[config.mk]
export PLATFORM = sky130hd
export DESIGN_NAME = uart_ext_responder
export DESIGN_NICKNAME = d
export VERILOG_FILES = /design/src/rtl/uart_ext_responder.sv
export SDC_FILE = /design/constraint.sdc
export NUM_CORES = 1
export LEC_CHECK = 0
export CORE_ASPECT_RATIO = 0.7
export CORE_MARGIN = 5
export CORE_UTILIZATION = 42
export DETAILED_ROUTE_END_ITERATION = 16
export DONT_BUFFER_PORTS = 1
export PLACE_DENSITY = 0.62
export SKIP_CTS_REPAIR_TIMING = 1
export SLEW_MARGIN = 20
export SYNTH_ARGS = -nofsm -noshare
export SYNTH_HDL_FRONTEND = slang
export SYNTH_SLANG_ARGS = --single-unit
[constraint.sdc]
create_clock -name clk -period 8 [get_ports clk]
set_input_delay 1.2 -clock clk [delete_from_list [all_inputs] [get_ports clk]]
set_output_delay 1.2 -clock clk [all_outputs]
set_load 0.02 [all_outputs]
[src/rtl/uart_ext_responder.sv]
// Bus responder bridging CPU external-device requests onto a UART byte link.
// Writes are serialised little-endian into paced tx_start strobes; reads drain an RX FIFO.
module uart_ext_responder #(
    parameter int unsigned DATA_WIDTH              = 32,
    parameter int unsigned ADDR_WIDTH              = 16,
    parameter int unsigned CLKS_PER_BYTE           = 104167,
    parameter int unsigned FIFO_LOG2               = 4,
    parameter logic [ADDR_WIDTH-1:0] DATA_ADDR     = '0,
    parameter logic [ADDR_WIDTH-1:0] STATUS_ADDR   = ADDR_WIDTH'(4)
) (
    input  logic                  clk,
    input  logic                  rst,
    input  logic                  req_valid,
    input  logic                  req_rw,
    input  logic [ADDR_WIDTH-1:0] req_addr,
    input  logic [1:0]            req_size,
    input  logic [DATA_WIDTH-1:0] req_wdata,
    output logic                  resp_done,
    output logic [DATA_WIDTH-1:0] resp_rdata,
    input  logic [7:0]            rx_data,
    input  logic                  rx_valid,
    output logic [7:0]            tx_data,
    output logic                  tx_start
);
    localparam int unsigned GapW  = (CLKS_PER_BYTE > 2) ? $clog2(CLKS_PER_BYTE) : 1;
    localparam int unsigned Depth = 2 ** FIFO_LOG2;
    localparam logic [FIFO_LOG2:0] FullCount = {1'b1, {FIFO_LOG2{1'b0}}};

    typedef enum logic [2:0] {StIdle, StDecode, StTxSend, StTxGap, StRxWait, StDone} state_e;

    state_e                  state_q, state_d;
    logic [1:0]              idx_q, idx_d, last_q, last_d;
    logic [GapW-1:0]         gap_q, gap_d;
    logic                    rw_q, rw_d, skip_q, skip_d;
    logic [ADDR_WIDTH-1:0]   addr_q, addr_d;
    logic [DATA_WIDTH-1:0]   wdata_q, wdata_d, rdata_q, rdata_d;
    logic [7:0]              tx_data_q, tx_data_d;
    logic                    tx_start_q, tx_start_d, resp_done_q, resp_done_d;

    logic [7:0]              fifo_mem [Depth];
    logic [FIFO_LOG2-1:0]    wr_ptr_q, wr_ptr_d, rd_ptr_q, rd_ptr_d;
    logic [FIFO_LOG2:0]      rx_count_q, rx_count_d;
    logic                    overflow_q, overflow_d;
    logic                    pop, push, full, status_rd;
    logic                    tx_idle;
    logic [31:0]             count_ext;
    logic [DATA_WIDTH-1:0]   status_word;

    assign full        = (rx_count_q == FullCount);
    assign push        = rx_valid && (!full || pop);
    assign tx_idle     = !((state_q == StTxSend) || (state_q == StTxGap));
    assign count_ext   = 32'(rx_count_q);
    assign status_word = DATA_WIDTH'({count_ext[7:0], 5'b0, overflow_q,
                                      (rx_count_q != '0), tx_idle});

    always_comb begin
        state_d   = state_q;
        idx_d     = idx_q;
        last_d    = last_q;
        gap_d     = gap_q;
        rw_d      = rw_q;
        addr_d    = addr_q;
        wdata_d   = wdata_q;
        rdata_d   = rdata_q;
        tx_data_d = tx_data_q;
        pop       = 1'b0;
        status_rd = 1'b0;
        // The initiator drops req_valid only after seeing resp_done, so skip one cycle.
        skip_d    = (state_q == StDone);
        unique case (state_q)
            StIdle: begin
                if (req_valid && !skip_q) begin
                    rw_d    = req_rw;
                    addr_d  = req_addr;
                    wdata_d = req_wdata;
                    last_d  = (req_size == 2'd0) ? 2'd0 : (req_size == 2'd1) ? 2'd1 : 2'd3;
                    state_d = StDecode;
                end
            end
            StDecode: begin
                idx_d = 2'd0;
                if (addr_q == STATUS_ADDR) begin
                    if (!rw_q) begin
                        rdata_d   = status_word;
                        status_rd = 1'b1;
                    end
                    state_d = StDone;
                end else if (addr_q == DATA_ADDR) begin
                    if (rw_q) begin
                        tx_data_d = wdata_q[7:0];
                        state_d   = StTxSend;
                    end else begin
                        rdata_d = '0;
                        state_d = StRxWait;
                    end
                end else begin
                    if (!rw_q) begin
                        rdata_d = '0;
                    end
                    state_d = StDone;
                end
            end
            StTxSend: begin
                gap_d   = GapW'(CLKS_PER_BYTE - 2);
                state_d = StTxGap;
            end
            StTxGap: begin
                if (gap_q == '0) begin
                    if (idx_q == last_q) begin
                        state_d = StDone;
                    end else begin
                        idx_d     = idx_q + 2'd1;
                        tx_data_d = wdata_q[{idx_d, 3'b000} +: 8];
                        state_d   = StTxSend;
                    end
                end else begin
                    gap_d = gap_q - GapW'(1);
                end
            end
            StRxWait: begin
                // Wait for the whole transfer up front, then drain one byte per cycle.
                if ((idx_q != 2'd0) || (count_ext > 32'(last_q))) begin
                    pop = 1'b1;
                    rdata_d[{idx_q, 3'b000} +: 8] = fifo_mem[rd_ptr_q];
                    if (idx_q == last_q) begin
                        state_d = StDone;
                    end else begin
                        idx_d = idx_q + 2'd1;
                    end
                end
            end
            StDone: state_d = StIdle;
            default: state_d = StIdle;
        endcase
        tx_start_d  = (state_d == StTxSend);
        resp_done_d = (state_d == StDone);
    end

    always_comb begin
        wr_ptr_d   = wr_ptr_q;
        rd_ptr_d   = rd_ptr_q;
        rx_count_d = rx_count_q;
        if (push) begin
            wr_ptr_d = wr_ptr_q + FIFO_LOG2'(1);
        end
        if (pop) begin
            rd_ptr_d = rd_ptr_q + FIFO_LOG2'(1);
        end
        if (push && !pop) begin
            rx_count_d = rx_count_q + (FIFO_LOG2 + 1)'(1);
        end else if (pop && !push) begin
            rx_count_d = rx_count_q - (FIFO_LOG2 + 1)'(1);
        end
        overflow_d = (overflow_q && !status_rd) || (rx_valid && full && !pop);
    end

    always_ff @(posedge clk) begin
        if (push) begin
            fifo_mem[wr_ptr_q] <= rx_data;
        end
    end

    always_ff @(posedge clk or posedge rst) begin
        if (rst) begin
            state_q     <= StIdle;
            idx_q       <= '0;
            last_q      <= '0;
            gap_q       <= '0;
            rw_q        <= 1'b0;
            skip_q      <= 1'b0;
            addr_q      <= '0;
            wdata_q     <= '0;
            rdata_q     <= '0;
            tx_data_q   <= '0;
            tx_start_q  <= 1'b0;
            resp_done_q <= 1'b0;
            wr_ptr_q    <= '0;
            rd_ptr_q    <= '0;
            rx_count_q  <= '0;
            overflow_q  <= 1'b0;
        end else begin
            state_q     <= state_d;
            idx_q       <= idx_d;
            last_q      <= last_d;
            gap_q       <= gap_d;
            rw_q        <= rw_d;
            skip_q      <= skip_d;
            addr_q      <= addr_d;
            wdata_q     <= wdata_d;
            rdata_q     <= rdata_d;
            tx_data_q   <= tx_data_d;
            tx_start_q  <= tx_start_d;
            resp_done_q <= resp_done_d;
            wr_ptr_q    <= wr_ptr_d;
            rd_ptr_q    <= rd_ptr_d;
            rx_count_q  <= rx_count_d;
            overflow_q  <= overflow_d;
        end
    end

    assign resp_done  = resp_done_q;
    assign resp_rdata = rdata_q;
    assign tx_data    = tx_data_q;
    assign tx_start   = tx_start_q;

endmodule

* Yosys cells after proc, flatten, opt, wreduce, memory -nomap -nowiden *
Memory sizes are Yosys's and may differ from the RTL's.
Cells that the tools add are included.

word-level totals
  logic and storage cells = 118
  register bits = 130
  RAM bits = 128
  memories kept = 1
  output and inout port bits = 42

memories
  name      words  bits a word  read ports  clocked after Yosys merged registers in  write ports  line  text
  fifo_mem  16     8            1           0                                        1            40    logic [7:0] fifo_mem [Depth];

operators by class
  reduce and logical (&&, ||, !) cells = 33
  shift operators = 3
  muxes and demuxes = 38
  eq/ne operators = 19
  add/sub/neg operators = 7
  magnitude comparators = 1

operator list
  operator                  number
  $mux W32                  4
  $pmux W32 S2              1
  $mux W8                   5
  $pmux W17 S2              1
  $bwmux W32                1
  $shift A8 B7 Y32 const A  1
  $shiftx A32 B6 Y8         1
  $shiftx A8 B7 Y32         1
  $mux W3                   8
  $logic_not A17 Y1         1
  $mux W17                  1
  $sub A17 B1 Y17 const B   1
  $eq A16 B3 Y1 const B     1
  $logic_not A16 Y1         1
  $pmux W8 S2               1
  $pmux W3 S5               1
  $ne A2 B2 Y1 const B      7
  $mux W2                   5
  $mux W5                   2
  $reduce_bool A2 Y1        5
  $eq A3 B2 Y1 const B      3
  $eq A3 B3 Y1 const B      3
  $add A4 B1 Y4 const B     2
  $logic_and A1 B1 Y1       7
  other kinds (21)          37

* Longest topological paths before layout *
  word-level depth = 10
  gate-level depth with buffers = 15
  mapped depth without buffers = 14

* Least setup slack after synthesis *
Ideal clock, no wire load.

  kind = input port to flip-flop
  start point = input rx_valid
  end point = register rx_count_q[4]
  cell stages on the path = 9
  path slack = 5027 ps
  library setup time = 132 ps
  data arrival time = 2841 ps
  path buffers = 0
  cells stage by stage = a21boi_2 > ha_1 > inv_1 > fa_1 > a21o_1 > a21oi_1 > xnor2_1 > nor2_1 > xor2_1

between the ends
  cells in the longest elaborated chain, start to end = 4
  elaborated cells on any way between the ends = 6
  classes of those cells = 1 x mux; 5 x reduce/logical

RTL lines
  what                                 line  text
  start: declaration                   21    input logic rx_valid,
  $logic_and A1 B1 Y1 (*)              50    assign push = rx_valid && (!full || pop);
  $logic_not A1 Y1                     151   end else if (pop && !push) begin
  $logic_and A1 B1 Y1                  151
  $reduce_bool A2 Y1 (no source line)  -
  end signal: assignment               196   rx_count_q <= rx_count_d;
  end: declaration                     42    logic [FIFO_LOG2:0] rx_count_q, rx_count_d;

Every way passes the cells marked *; elsewhere a longest branch is shown, timed or not.
A chain may end at the register's enable or synchronous reset.

* Worst setup path in the final report *
  start point = register idx_q[0]
  end point = register rx_count_q[4]

between the ends
  cells in the longest elaborated chain, start to end = 9
  elaborated cells on any way between the ends = 12
  classes of those cells = 3 x mux; 9 x reduce/logical

RTL lines
  what                                 line  text
  start: declaration                   32    logic [1:0] idx_q, idx_d, last_q, last_d;
  start signal: assignment             183   idx_q <= idx_d;
  $reduce_bool A2 Y1 (*)               122   if ((idx_q != 2'd0) || (count_ext > 32'(last_q))) begin
  $logic_or A1 B1 Y1 (*)               122
  $mux W1 (*)                          122
  $mux W1 (*)                          70    unique case (state_q)
  $logic_or A1 B1 Y1                   50
  $logic_and A1 B1 Y1                  50
  $logic_not A1 Y1                     151
  $logic_and A1 B1 Y1                  151
  $reduce_bool A2 Y1 (no source line)  -

Marked as above.

==> results_dict.tcl <==
set metrics [dict create \
    fin_crit_ps 4150 \
    grt_use_total 0.172 \
    seq_area_frac_synth 0.638 \
    synth-edff-count 128 \
    rr_startpoint "idx_q[0]" \
    maxSlewViolCount 0 \
    synth_top_flop_cell "dfrtp_1" \
    via_count 6470 \
    synth_nets 827 \
    die_h_um 146 \
    end_kind "flip-flop" \
    detail_route.wl_per_cell_um 22.9 \
    start_util 0.430 \
    stdcell_count 1123 \
    ys_top_cells_by_area "edfxtp_1, dfrtp_1, mux4_2" \
    grt_max_degree 75 \
    hp-start "wdata_q[22]" \
    clock_latency_ps 540 \
    wl_mm 25.7 \
    nets 826 \
    cts_tree "done" \
    p_leak_nw 4.72 \
    grt-ovfl-total 0 \
    netlist.top_cell.by_area "edfxtp_1" \
    yosys_register_bits 258 \
    grt_pass1_vias 6500 \
    yosysWarnings 0 \
    nFillCells 2200 \
    hold_class "reg2reg" \
    cts.sinks 258 \
    cts-buffers-inserted 26 \
    synth_cells 746 \
    cp_data_arrival_time_ps 4570 \
    startpoint "idx_q[0]" \
    dr.pass1.iters 5 \
    setup_tns_ps 0 \
    synth-async-reset-ratio 0.504 \
    clockBufferDepth 3 \
    area_growth_pct 10.6 \
    syn-cell-area_um2 11100 \
    core.rowCount 49 \
    first_iter_violations 661 \
    grt_pass1_wl_mm 40.2 \
    hold_viol 0 \
    cap_violations 0 \
    tightest_slew_ps 1010 \
    cp.required_ps 8420 \
    clk_pin_slew_ps 70 \
    ios 105 \
    htreeDepth 1 \
    gp_congestion 0.855 \
    multi_input_area_um2 3800 \
    ant_nets 0 \
    numPortBuffers 0 \
    worstSetupStartpointType "flip-flop" \
    crit_path_max_fanout 23 \
    total_power_mw 4.58 \
    final_cell_mix "dfrtp_1, edfxtp_1, mux2_2" \
    placed_cells 1074 \
    worst_hold_path.num_cells 1 \
    status "finished, final reports clean" \
    powerDensity_nw_per_um2 372 \
    hold_slack_ps 508 \
    rsz0062_at_grt "no" \
    regArea_um2 7100 \
    worstReg2RegEnd "rx_count_q[4]" \
    coreArea_um2 25900 \
    drive_gt1_frac 0.210 \
    synth_top_area_share 0.345 \
    critPathKind "reg2reg" \
    dp_hpwl_mm 17.8 \
    slew_headroom 0.322 \
    antenna_found_initial 4 \
    reg2reg_depth 12 \
    r2r_slack_ps 3850 \
    dieArea_um2 29900 \
    drc 0 \
    fp.dieW_um 205 \
    yosysUniqueCellTypes 67 \
    vdd_drop_max_uv 199 \
    syn_area_per_cell_um2 14.9 \
    fin_crit_sh 0.519 \
    max_freq_ghz 0.241 \
    root_buffer "clkbuf_16" \
    fin_skew_ps 14.3 \
    vias_per_cell 5.76 \
    setup_viol 0 \
    whs_endpoint "wdata_q[22]" \
]
## registers in the layout, summed over array words and instances, names as in the netlist
| signal | flops |
|---|---|
| addr_q | 16 |
| fifo_mem | 128 |
| gap_q | 17 |
| idx_q | 2 |
| last_q | 2 |
| overflow_q | 1 |
| rd_ptr_q | 4 |
| resp_done | 1 |
| resp_rdata | 32 |
| rw_q | 1 |
| rx_count_q | 5 |
| skip_q | 1 |
| state_q | 3 |
| tx_data | 8 |
| tx_start | 1 |
| wdata_q | 32 |
| wr_ptr_q | 4 |
## critical path, stage by stage, from the launching register on
cell	delay [ps]
dfrtp_1	960
inv_1	420
ha_1	380
a31oi_1	740
inv_1	110
ha_1	240
inv_1	160
ha_1	300
a21o_1	190
a21oi_1	180
xnor2_1	140
nor2_1	60
xor2_1	140
## worst max path at each step
stage / slack [ps] / cells past startpoint / endpoint
2_1_floorplan: 3330 / 1 / addr_q[0]
3_3_place_gp: 4140 / 12 / rx_count_q[4]
3_5_place_dp: 3990 / 12 / rx_count_q[4]
4_1_cts: 3950 / 12 / rx_count_q[4]
5_1_grt: 3550 / 12 / rx_count_q[4]
6_report: 3850 / 12 / rx_count_q[4]
## power breakdown
group	leakage, nW	switching (mW)	total [mW]	internal [mW]
Clock	0.409	0.507	1.19	0.681
Sequential	2.80	0.355	2.05	1.70
Combinational	1.51	0.722	1.34	0.620
## final cells by class
type                            instances  area share
Clock buffer                           37      0.0602
Inverter                               18     0.00589
Clock inverter                         11     0.00803
Tap cell                              357      0.0363
Antenna cell                            1    0.000203
Multi-Input combinational cell        434       0.309
Sequential cell                       258       0.577
Timing Repair Buffer                    7     0.00427
## Yosys cell counts (2+ instances only)
cell type  count
a22o_1        24
buf_2         15
xnor2_1       15
buf_1          3
clkbuf_1      16
a221o_1        2
inv_1         18
nand2b_1       4
dfrtp_1      130
nor4b_2        2
a211oi_1       2
nor4b_1        2
nor4_2         4
and4_1         3
a21oi_1       19
o21ai_0       17
a211o_1        2
nor2_1        41
nand3_1       15
nor2b_1        5
nor4_1         8
mux2i_1        8
mux2_1         7
o22ai_1        2
nand2_1       45
nor3_1        10
edfxtp_1     128
ha_1          17
a22oi_1       21
nand4_1        9
and2_1         3
mux4_2        32
xor2_1        11
a21o_1         3
or3_1          2
a31oi_1        3
and3_1        11
mux2_2        58
## per-layer routing
layer / global-route usage / share of wire / up-vias
met2: 0.234 / 0.42 / 241
met1: 0.271 / 0.47 / 3335
met5: 0 / 0.0012 / -
met3: 0.0523 / 0.092 / 44
met4: 0.0352 / 0.020 / 6
li1: - / - / 2844
## per-stage QoR
stage | cell area, µm² | setup WS, ps | util
2_1_floorplan | 11100 | 3330 | -
3_3_place_gp | 11500 | 4140 | 0.443
3_5_place_dp | 11500 | 3990 | 0.443
4_1_cts | 12300 | 3950 | 0.476
5_1_grt | 12300 | 3550 | 0.476
6_report | 12300 | 3850 | 0.476
## kinds of logic after synthesis
kind of cell / synth area share
XOR/XNOR: 0.0205
flip-flops: 0.638
buffers and inverters: 0.0209
multiplexers: 0.138
AND/OR/NAND/NOR: 0.0894
AO/OA/AOI/OAI: 0.0729
adder cells (fa/ha/maj): 0.0209
No activity file was read; power rests on OpenSTA's default activity.
